==> config.mk <==
export PLATFORM = sky130hd
export DESIGN_NAME = phy_tx_lane_ser
export DESIGN_NICKNAME = d
export VERILOG_FILES = /design/src/rtl/phy_tx_lane_ser.sv
export SDC_FILE = /design/constraint.sdc
export NUM_CORES = 1
export LEC_CHECK = 0
export CORE_MARGIN = 4
export CORE_UTILIZATION = 52
export CTS_CLUSTER_DIAMETER = 60
export CTS_CLUSTER_SIZE = 14
export DETAILED_ROUTE_END_ITERATION = 10
export GPL_TIMING_DRIVEN = 0
export PLACE_DENSITY = 0.78
export SLEW_MARGIN = 15
export SYNTH_ARGS = -nofsm -noshare
export SYNTH_HDL_FRONTEND = slang
export SYNTH_SLANG_ARGS = --single-unit
export TNS_END_PERCENT = 20
==> constraint.sdc <==
create_clock -name i_clk -period 2.9 [get_ports i_clk]
set_input_delay 0.29 -clock i_clk [delete_from_list [all_inputs] [get_ports i_clk]]
set_output_delay 0.29 -clock i_clk [all_outputs]
set_load 0.005 [all_outputs]
==> src/rtl/phy_tx_lane_ser.sv <==
// Mainband TX lane serialiser: PLL-gated start-up FSM, LSB-first per-lane serialisation
// with lane reversal/masking shadows, valid framing, clock enable and track lane.
module phy_tx_lane_ser #(
    parameter int unsigned LANES      = 16,
    parameter int unsigned SER_RATIO  = 8,
    parameter int unsigned SETTLE_CYC = 64
) (
    input  logic                         i_clk,
    input  logic                         i_reset_n,
    input  logic                         i_pll_locked,
    input  logic                         i_enable,
    input  logic                         i_lane_reverse,
    input  logic [LANES-1:0]             i_lane_mask,
    input  logic                         i_in_valid,
    output logic                         o_in_ready,
    input  logic [LANES*SER_RATIO-1:0]   i_in_data,
    output logic [LANES-1:0]             o_tx_data,
    output logic                         o_tx_valid,
    output logic                         o_tx_clk_en,
    output logic                         o_tx_trk,
    output logic [1:0]                   o_state,
    output logic                         o_underflow,
    output logic                         o_lock_lost
);

    localparam int unsigned CW = $clog2(SER_RATIO);
    localparam int unsigned SW = $clog2(SETTLE_CYC + 1);
    localparam int unsigned IW = $clog2(LANES * SER_RATIO);
    localparam int unsigned LW = (LANES > 1) ? $clog2(LANES) : 1;
    localparam logic [CW-1:0] LastBit = CW'(SER_RATIO - 1);
    localparam logic [CW-1:0] HalfBit = CW'(SER_RATIO / 2);

    typedef enum logic [1:0] {
        StOff    = 2'd0,
        StSettle = 2'd1,
        StIdle   = 2'd2,
        StActive = 2'd3
    } state_e;

    state_e                       r_state;
    logic [SW-1:0]                r_settle_cnt;
    logic [CW-1:0]                r_bit_cnt;
    logic [LANES*SER_RATIO-1:0]   r_word;
    logic                         r_rev;
    logic [LANES-1:0]             r_mask;
    logic [LANES-1:0]             r_tx_data;
    logic                         r_tx_valid;
    logic                         r_tx_clk_en;
    logic                         r_tx_trk;

    logic                         w_last;
    logic                         w_transfer;
    logic                         w_load;
    logic [CW-1:0]                w_bit_nxt;
    logic [LANES-1:0]             w_load_bits;
    logic [LANES-1:0]             w_next_bits;

    // Physical lane p carries logical lane (rev ? LANES-1-p : p), bit k of its field.
    function automatic logic [LANES-1:0] f_lane_bits(
        input logic [LANES*SER_RATIO-1:0] word,
        input logic [CW-1:0]              k,
        input logic                       rev,
        input logic [LANES-1:0]           mask
    );
        logic [LANES-1:0] bits;
        int unsigned      l;
        bits = '0;
        for (int unsigned p = 0; p < LANES; p++) begin
            l = rev ? (LANES - 1 - p) : p;
            bits[LW'(p)] = mask[LW'(p)] ? 1'b0 : word[IW'(l * SER_RATIO + k)];
        end
        return bits;
    endfunction

    assign w_last      = (r_bit_cnt == LastBit);
    assign w_bit_nxt   = r_bit_cnt + 1'b1;
    assign w_transfer  = i_in_valid & o_in_ready;
    assign w_load      = w_transfer & i_pll_locked;
    assign w_load_bits = f_lane_bits(i_in_data, '0, i_lane_reverse, i_lane_mask);
    assign w_next_bits = f_lane_bits(r_word, w_bit_nxt, r_rev, r_mask);

    always_comb begin
        o_in_ready = 1'b0;
        if (r_state == StIdle) begin
            o_in_ready = i_enable;
        end else if (r_state == StActive && w_last) begin
            o_in_ready = i_enable;
        end
    end

    assign o_underflow = (r_state == StActive) && w_last && i_enable && !i_in_valid
                         && i_pll_locked;
    assign o_lock_lost = (r_state != StOff) && !i_pll_locked;

    always_ff @(posedge i_clk or negedge i_reset_n) begin
        if (!i_reset_n) begin
            r_state      <= StOff;
            r_settle_cnt <= '0;
            r_bit_cnt    <= '0;
            r_tx_data    <= '0;
            r_tx_valid   <= 1'b0;
            r_tx_clk_en  <= 1'b0;
            r_tx_trk     <= 1'b0;
        end else begin
            // Serial outputs default to quiet; branches that keep the lane running override.
            r_tx_data   <= '0;
            r_tx_valid  <= 1'b0;
            r_tx_clk_en <= 1'b0;
            r_tx_trk    <= 1'b0;
            if (r_state != StOff && !i_pll_locked) begin
                r_state   <= StOff;
                r_bit_cnt <= '0;
            end else begin
                case (r_state)
                    StOff: begin
                        if (i_pll_locked && i_enable) begin
                            r_state      <= StSettle;
                            r_settle_cnt <= SW'(SETTLE_CYC - 1);
                        end
                    end
                    StSettle: begin
                        if (!i_enable) begin
                            r_state <= StOff;
                        end else if (r_settle_cnt == '0) begin
                            r_state  <= StIdle;
                            r_tx_trk <= 1'b1;
                        end else begin
                            r_settle_cnt <= r_settle_cnt - 1'b1;
                        end
                    end
                    StIdle: begin
                        if (!i_enable) begin
                            r_state <= StOff;
                        end else begin
                            r_tx_trk <= ~r_tx_trk;
                            if (i_in_valid) begin
                                r_state     <= StActive;
                                r_bit_cnt   <= '0;
                                r_tx_data   <= w_load_bits;
                                r_tx_valid  <= 1'b1;
                                r_tx_clk_en <= 1'b1;
                            end
                        end
                    end
                    StActive: begin
                        if (!w_last) begin
                            r_bit_cnt   <= w_bit_nxt;
                            r_tx_data   <= w_next_bits;
                            r_tx_valid  <= (w_bit_nxt < HalfBit);
                            r_tx_clk_en <= 1'b1;
                            r_tx_trk    <= ~r_tx_trk;
                        end else if (w_transfer) begin
                            r_bit_cnt   <= '0;
                            r_tx_data   <= w_load_bits;
                            r_tx_valid  <= 1'b1;
                            r_tx_clk_en <= 1'b1;
                            r_tx_trk    <= ~r_tx_trk;
                        end else if (i_enable) begin
                            r_state   <= StIdle;
                            r_bit_cnt <= '0;
                            r_tx_trk  <= 1'b1;
                        end else begin
                            r_state   <= StOff;
                            r_bit_cnt <= '0;
                        end
                    end
                    default: r_state <= StOff;
                endcase
            end
        end
    end

    // Lane config is captured with the word so mid-word changes wait for the next load.
    always_ff @(posedge i_clk or negedge i_reset_n) begin
        if (!i_reset_n) begin
            r_word <= '0;
            r_rev  <= 1'b0;
            r_mask <= '0;
        end else if (w_load) begin
            r_word <= i_in_data;
            r_rev  <= i_lane_reverse;
            r_mask <= i_lane_mask;
        end
    end

    assign o_tx_data   = r_tx_data;
    assign o_tx_valid  = r_tx_valid;
    assign o_tx_clk_en = r_tx_clk_en;
    assign o_tx_trk    = r_tx_trk;
    assign o_state     = r_state;

endmodule

==> out/metrics.cfg, run 1 <==
[cts]
cts_tree=yes
cts_inserted_buffers=17
cts.sinks=176
root_buffer=clkbuf_16
h-tree-depth=4
cts_resized=0
hold_buffers=1
cts_max_path_buffers=2
clk_latency_ps=440
path_clk_slew_ps=70
postCtsSetupRepairBufs=0

[floorplanning]
core-area_um2=16000
die_area_um2=18540
num_rows=46
start_util_pct=53.39
ios=174
fp.dieH_um=136.2
dieWidth_um=136.2

[global_routing]
antenna_found_initial=3
grt_max_degree=109
grt_pass1_vias=6793
grt_pass1_wl_mm=35.91
grt_overflow_total=0
grt_use_total_pct=25.23

[routing]
wirelength_met1_mm=9.412
drt_iter0_markers=378
drtAntennaViolNets=0
dr_wl_met2_mm=11.63
top_layer=met5
viasPerCell=5.748
vias=6420
wl_met3_mm=1.459
drt_wl_total_mm=22.98
firstDrtPassIters=7
route.detailed.drc=0
wire_per_inst_um=20.57

[logic_synthesis]
synth_top_family_by_area=multiplexers
yosysUniqueCellTypes=46
synth_edf_count=0
synth_fp_nets=852
yosysTopAreaCellShare_pct=51.55
synthFlopType=dfrtp_1
synth_area_um2=8543
synth_xor_area_share_pct=0.8055
ys_ff_latch=176
async_flop_share_pct=100.0
synth_compound_area_share_pct=2.270
synthCells=694
synth_simple_gate_area_share_pct=11.94
yosysMostFrequentCell=dfrtp_1
synth.area.top_cells=dfrtp_1 52%, mux2_2 14%, mux2i_1 9.1%
synth-seq-area-share_pct=51.55
synth_common_cells=176 x dfrtp_1, 104 x mux2_2, 78 x mux2i_1
synth.area.mux_share_pct=28.78
synthAdderAreaFrac_pct=1.172
yosys_warnings=0
syn_area_per_cell_um2=12.31
synth_top_area_cell=dfrtp_1

[sta]
fmax_ghz=0.3862
tightest_slew_ps=703.9
setup_tns_ps=0
finalCritPeriodShare_pct=89.29
final_max_slew_viol_count=0
setup_violations=0
finalHoldViolCount=0
maxSlewHeadroom_pct=53.07
hold_slack_ps=407.5
skew_ps=10.21
rsz0062_at_grt=false
period_minus_slack_ps=2589

[layout]
instances_no_fill=1117
syn_to_final_growth_pct=31.12
nets=1045
drive_gt1_share_pct=20.56
utilization_pct=70.01

[setup_path]
rr_worst_depth=10
crit_fanout=10
arrival_ps=2890
r2r_setup_slack_ps=310
crit_path_start_kind=register
r2r-end=o_tx_data[13]$_DFF_PN0_
worstSetupEndpointType=register
path_class=reg -> reg
worstPathRequired_ps=3200
critPathLaunch=o_state[0]$_DFFE_PN0P_
crit_end=o_tx_data[13]$_DFF_PN0_
worstReg2RegStart=o_state[0]$_DFFE_PN0P_

[power_and_ir_drop]
peakVddDrop_mv=0.4677
powerDensity_nw_per_um2=648.6
power.leakage_nw=4.968
power_w=0.007265

[status]
status=complete, no violations

[place]
dp.cells=1083
dpl.hpwl_mm=16.82
port_buffers=172
routabilityCongestion=0.8467

[flow_run]
drv_cap=0

[worst_hold_path]
hp-class=in -> async

==> cells in the final DEF, fill, tap and decap left out, drive strengths merged, types with 4 or more instances in the layout <==
cell / n
nand3: 65
clkbuf: 26
dfrtp: 176
nand4: 17
nand2: 20
a21oi: 8
clkdlybuf4s50: 171
xor2: 5
mux2i: 78
inv: 16
buf: 40
clkinv: 4
o21ai: 7
nor2: 11
nor3: 53
mux2: 145
or3: 17
ha: 8
==> stage by stage <==
stage / worst slack, ps / cell area (um2)
finish: 310.7 / 11200
detailed placement: 312.7 / 10570
global placement: -5349 / 10540
global route: 108.1 / 11200
CTS: 330.1 / 11200
floorplan: 829.0 / 8543
==> kinds of logic (layout without fill, tap and decap cells) <==
group                      count (synthesis)  count (layout)
AOI/OAI and AO/OA                         29              29
xor gates and xnor gates                   7               7
adders and majority gates                  8               8
buffers and inverters                     55             261
DFF                                      176             176
muxes                                    225             225
other                                      0               1
and+or+nand+nor                          194             194
==> state kept, by name, summed over array words and instances, names as in the netlist <==
signal / cells
r_word: 128
o_tx_data: 16
r_mask: 16
r_settle_cnt: 7
r_bit_cnt: 3
o_state: 2
o_tx_clk_en: 1
o_tx_trk: 1
o_tx_valid: 1
r_rev: 1
==> final cells by class <==
type | count | area [um2]
fill | 1150 | 4798
sequential | 176 | 4404
multi-input combinational | 463 | 3841
timing repair buffer | 174 | 1764
clock buffer | 17 | 425.4
tap | 216 | 270.3
buffer | 47 | 267.8
clock inverter | 15 | 196.4
inverter | 8 | 30.03
antenna | 1 | 2.502
==> power by group <==
part	total, W	switching (W)	internal [W]
sequential	0.00326	0.000303	0.00296
combinational	0.00157	0.000711	0.000855
clock	0.00244	0.00105	0.00139
==> worst min-delay path by stage <==
stage,from,end,slack (ps)
after floorplan,i_reset_n,o_state[0]$_DFFE_PN0P_,-6
after global placement,r_word[54]$_DFFE_PN0P_,r_word[54]$_DFFE_PN0P_,470
after detailed placement,i_reset_n,r_settle_cnt[0]$_DFFE_PN0P_,280
after CTS,i_reset_n,r_settle_cnt[0]$_DFFE_PN0P_,430
after global routing,i_reset_n,r_settle_cnt[1]$_DFFE_PN0P_,450
final,i_reset_n,r_settle_cnt[0]$_DFFE_PN0P_,410
==> critical path, stage by stage (launching register included) <==
cell      delay (ps)
dfrtp_1          460
inv_1            100
ha_1             200
buf_4            170
o21ai_2          170
a21oi_1          130
nand2b_1         110
clkbuf_1         380
buf_4            280
nor3_1            70
or3_1            390
==> metal layers <==
metal	GRT usage [%]	up-vias
li1	-	2916
met1	32.58	3235
met2	42.27	225
met3	5.811	40
met4	8.175	4
met5	0	-
(Power assumes the default switching activity.)
==> run 2: changes to the inputs <==
Settings changed: CAP_MARGIN set to 40, CORE_ASPECT_RATIO set to 0.8, PLACE_DENSITY 0.78 to unset, PLACE_DENSITY_LB_ADDON set to 0.3.
==> run 2 against run 1 <==
Effect of this change:
- global-route usage rose by 0.28 points
- clock power barely moved
- sequential share of layout area did not move
- via count rose by 0.44%
- combinational power barely moved
- routed wire length fell by 0.10%
- hold slack improved by 23 ps
- worst setup slack improved by 23 ps
- critical path depth did not move
- flip-flop and latch count did not move
- total power fell by 0.24%
- critical endpoint unchanged
==> out/metrics.cfg, run 2 (synthesis gave the netlist of run 1 again) <==
[power_and_ir_drop]
peakVddDrop_mv=0.4543
clock_power_share_pct=33.2
seq_power_share_pct=45.2
p_sw_share_pct=27.55
pwr-share-comb_pct=21.6
internal_power_w=0.005251
switching_power_w=0.001997
power.leakage_nw=4.962
powerDensity_nw_per_um2=647.0

[floorplanning]
core-area_um2=15950
ios=174
die_area_um2=18560
dieWidth_um=151.3
num_rows=41
fp.dieH_um=122.6
start_util_pct=53.55

[layout]
largest_reg_flops=128
nets=1045
max_flop_register=r_word
syn_to_final_growth_pct=31.12
utilization_pct=70.21
most-common-layout-cells=176 x dfrtp_1, 171 x clkdlybuf4s50_1, 104 x mux2_2
final_common_cell=dfrtp_1
drive_gt1_share_pct=20.44

[global_routing]
grt_max_degree=102
grt_use_total_pct=25.51
antenna_found_initial=1
grt_overflow_total=0
grt_pass1_wl_mm=35.91
grt_pass1_vias=6810

[routing]
drtAntennaViolNets=0
route.detailed.drc=0
drt_wl_total_mm=22.95
wirelength_met1_mm=10.07
drt_iter0_markers=454
top_layer=met4
viasPerCell=5.778
wire_per_inst_um=20.57
dr_wl_met2_mm=10.47
vias=6448
wl_met3_mm=1.828
firstDrtPassIters=5

[sta]
skew_ps=10.00
rsz0062_at_grt=false
final.setup.worst_slack_ps=333.8
fmax_ghz=0.3897
finalHoldViolCount=0
setup_tns_ps=0
final_max_slew_viol_count=0
period_minus_slack_ps=2566
finalCritPeriodShare_pct=88.49
tightest_slew_ps=670.4
setup_violations=0
maxSlewHeadroom_pct=55.30

[place]
dpl.hpwl_mm=16.96
port_buffers=172
place_ws_ps=344.5
routabilityCongestion=0.8602

[setup_path]
worstReg2RegStart=o_state[0]$_DFFE_PN0P_
crit_fanout=10
worstSetupEndpointType=register
crit_path_start_kind=register
r2r_setup_slack_ps=330
rr_worst_depth=10
arrival_ps=2880
r2r-end=o_tx_data[13]$_DFF_PN0_
path_class=reg -> reg
worstPathRequired_ps=3210

[cts]
cts_inserted_buffers=17
hold_buffers=1
cts.sinks=176
cts_max_path_buffers=2
cts_resized=0
cts_tree=yes
clk_latency_ps=430
postCtsSetupRepairBufs=0
root_buffer=clkbuf_16
path_clk_slew_ps=70
h-tree-depth=4

[status]
status=complete, no violations

[worst_hold_path]
hp-class=in -> async

[flow_run]
drv_cap=0

==> run 2: cell types whose count changed in the layout (fill, tap and decap cells not counted) <==
cell        change
clkbuf_1        +1
clkbuf_8        +3
clkinv_2        +1
clkinv_4        -2
clkinvlp_4      +2
inv_6           -4
inv_8           -1
==> run 2: critical path, cell delays in order (launching register included) <==
cell	delay, ps
dfrtp_1	480
inv_1	110
ha_1	210
buf_4	170
o21ai_2	170
a21oi_1	120
nand2b_1	100
clkbuf_1	370
buf_4	290
nor3_1	70
or3_1	360
==> run 2: power by group through the flow <==
stage | sequential (W) | combinational [W] | clock, W
after floorplan | 0.00321 | 0.000991 | 0
after global placement | 0.00327 | 0.00149 | 0
after detailed placement | 0.00331 | 0.00156 | 0
after CTS | 0.00327 | 0.00157 | 0.00245
after global routing | 0.00333 | 0.00171 | 0.00256
final | 0.00327 | 0.00156 | 0.00241
==> run 2: how the worst max path moves through the flow <==
stage / from / endpoint / slack [ps] / cells past startpoint
2_1_floorplan: o_state[0]$_DFFE_PN0P_ / o_tx_data[13]$_DFF_PN0_ / 830 / 10
3_3_place_gp: i_reset_n / r_word[76]$_DFFE_PN0P_ / -5350 / 1
3_5_place_dp: i_pll_locked / r_word[68]$_DFFE_PN0P_ / 340 / 8
4_1_cts: o_state[0]$_DFFE_PN0P_ / o_lock_lost / 350 / 5
5_1_grt: r_bit_cnt[0]$_DFFE_PN0P_ / o_tx_data[3]$_DFF_PN0_ / 180 / 8
6_report: o_state[0]$_DFFE_PN0P_ / o_tx_data[13]$_DFF_PN0_ / 330 / 10
==> run 2: cell type report <==
| type | instances | area [um2] |
|---|---|---|
| Inverter | 8 | 30.03 |
| Clock buffer | 21 | 470.5 |
| Sequential cell | 176 | 4404 |
| Buffer | 47 | 267.8 |
| Fill cell | 1128 | 4752 |
| Clock inverter | 11 | 152.6 |
| Multi-Input combinational cell | 463 | 3841 |
| Tap cell | 215 | 269.0 |
| Timing Repair Buffer | 174 | 1764 |
| Antenna cell | 1 | 2.502 |
==> run 2: metrics by stage <==
| step | instances | cell area, um2 | hold slack, ps | total power (W) |
|---|---|---|---|---|
| after floorplan | 694 | 8543 | -5.591 | 0.004199 |
| after global placement | 1081 | 10530 | 467.6 | 0.004756 |
| after detailed placement | 1082 | 10570 | 307.6 | 0.004863 |
| after CTS | 1115 | 11200 | 445.7 | 0.007284 |
| after global routing | 1116 | 11200 | 441.2 | 0.007605 |
| final | 1116 | 11200 | 430.7 | 0.007248 |
==> run 2: layer usage <==
metal  track usage (%)  vias up
met5                 0        -
met4             8.720        0
met3             6.718       42
met2             39.49      244
met1             35.12     3240
li1                  -     2922
==> run 3: changes to the inputs <==
Settings changed: CAP_MARGIN 40 to 20, CORE_UTILIZATION 52 to 50.
==> run 3 against run 2 <==
Effect of this change:
- critical path depth shrank 2
- highest routed layer is now met5
- die area grew 3.8%
- global-route usage fell by 2.3 points
- flip-flop and latch count did not move
- total power decreased by 0.70%
- register-to-register slack worse by 20 ps
- fmax shrank 0.73%
- clock power hardly changed
- largest cell class unchanged
==> out/metrics.cfg, run 3 (synthesis gave the netlist of run 1 again) <==
[routing]
viasPerCell=5.591
drt_wl_total_mm=22.13
firstDrtPassIters=5
vias=6268
drtAntennaViolNets=0
wire_per_inst_um=19.74
drt_iter0_markers=372
route.detailed.drc=0

[floorplanning]
ios=174
fp.dieH_um=124.9
die_area_um2=19260
start_util_pct=51.28
num_rows=42
core-area_um2=16660
dieWidth_um=154.1

[cts]
h-tree-depth=4
cts_tree=yes
clk_latency_ps=430
root_buffer=clkbuf_16
cts_inserted_buffers=17
path_clk_slew_ps=70
cts_max_path_buffers=2
cts.sinks=176

[layout]
instances_no_fill=1121
regArea_um2=4404
final_common_cell=dfrtp_1
utilization_pct=67.23
fillers=1311
most-common-layout-cells=176 x dfrtp_1, 171 x clkdlybuf4s50_1, 104 x mux2_2
syn_to_final_growth_pct=31.09
multi_input_area_um2=3841
largest_reg_flops=128
drive_gt1_share_pct=20.33
nets=1045
max_flop_register=r_word

[setup_path]
path_class=reg -> reg
arrival_ps=2890
crit_path_start_kind=register
crit_fanout=10
worstPathRequired_ps=3200
worstSetupEndpointType=register

[sta]
final.setup.worst_slack_ps=314.9
finalCritPeriodShare_pct=89.14
rsz0062_at_grt=false
maxSlewHeadroom_pct=47.44
finalHoldViolCount=0
final_max_slew_viol_count=0
setup_violations=0
setup_tns_ps=0
period_minus_slack_ps=2585
skew_ps=12.50
tightest_slew_ps=788.3
fmax_ghz=0.3868

[place]
dpl.hpwl_mm=16.20
dp.cells=1087
routabilityCongestion=0.8499
port_buffers=172
place_ws_ps=359.3

[worst_hold_path]
hp-class=in -> reg

[power_and_ir_drop]
peakVddDrop_mv=0.3937
power.leakage_nw=4.955
power_w=0.007197
clock_power_share_pct=33.2
switching_power_w=0.001971
pwr-share-comb_pct=21.4
powerDensity_nw_per_um2=642.6
seq_power_share_pct=45.3
p_sw_share_pct=27.39
internal_power_w=0.005226

[global_routing]
antenna_found_initial=2
grt_pass1_vias=6551
grt_overflow_total=0
grt_pass1_wl_mm=35.14
grt_use_total_pct=23.19
grt_max_degree=106

[flow_run]
drv_cap=0

[status]
status=complete, no violations

-- run 3: cell count changes in the layout (fill, tap and decap cells not counted) --
cell	change
clkbuf_1	+1
clkbuf_8	-1
clkinv_2	-1
clkinv_4	+1
inv_6	+1
inv_8	-1
-- run 3: routing by layer --
metal	part of all wire (%)	GRT usage (%)
met1	45	32.54
met5	0.036	0
met4	1.6	6.282
met3	7.5	5.696
met2	46	36.29
-- run 3: through the flow --
| step | hold WS [ps] | cell area (um2) |
|---|---|---|
| floorplan | -5.591 | 8543 |
| global placement | 467.0 | 10540 |
| detailed placement | 398.4 | 10570 |
| CTS | 438.5 | 11200 |
| global route | 438.7 | 11200 |
| finish | 452.8 | 11200 |
-- run 3: cell type report --
class,count,area share [%]
antenna,1,0.02234
buffer,47,2.391
clock buffer,21,4.111
clock inverter,11,1.374
inverter,8,0.2681
multi-input combinational,463,34.30
sequential,176,39.33
tap,220,2.458
timing repair buffer,174,15.75
-- run 3: repair_timing --
item / 4_1_cts / 5_1_grt
resized for setup: 0 / 0
setup buffers: 0 / 0
hold buffers: 1 / 0
setup endpoints to repair: 0 / 0
endpoints found under the hold margin: 104 / 0
-- run 3: worst paths after layout --
kind | from | endpoint | slack (ps) | depth (start not counted)
max in group asynchronous | i_reset_n | r_word[103]$_DFFE_PN0P_ | 1560 | 3
hold / removal | i_in_data[82] | r_word[82]$_DFFE_PN0P_ | 450 | 2
hold reg to reg | r_word[83]$_DFFE_PN0P_ | r_word[83]$_DFFE_PN0P_ | 490 | 1
min in group asynchronous | i_reset_n | r_settle_cnt[2]$_DFFE_PN0P_ | 510 | 2
setup / recovery | r_bit_cnt[0]$_DFFE_PN0P_ | o_tx_data[3]$_DFF_PN0_ | 310 | 8
setup reg to reg | r_bit_cnt[0]$_DFFE_PN0P_ | o_tx_data[3]$_DFF_PN0_ | 310 | 8
-- run 3: critical path, cell delays in order (launching register included) --
cell	delay, ps
dfrtp_1	400
ha_1	290
clkbuf_1	250
inv_1	180
clkbuf_1	530
nand3_1	140
nand4_1	210
nor3_1	70
or3_1	370
-- run 3: power by group through the flow --
stage / clock network, W / registers, W / logic, W
after global placement: 0 / 0.00327 / 0.00150
final: 0.00239 / 0.00326 / 0.00154
after detailed placement: 0 / 0.00330 / 0.00155
after CTS: 0.00243 / 0.00326 / 0.00156
after global routing: 0.00252 / 0.00332 / 0.00170
after floorplan: 0 / 0.00321 / 0.000991
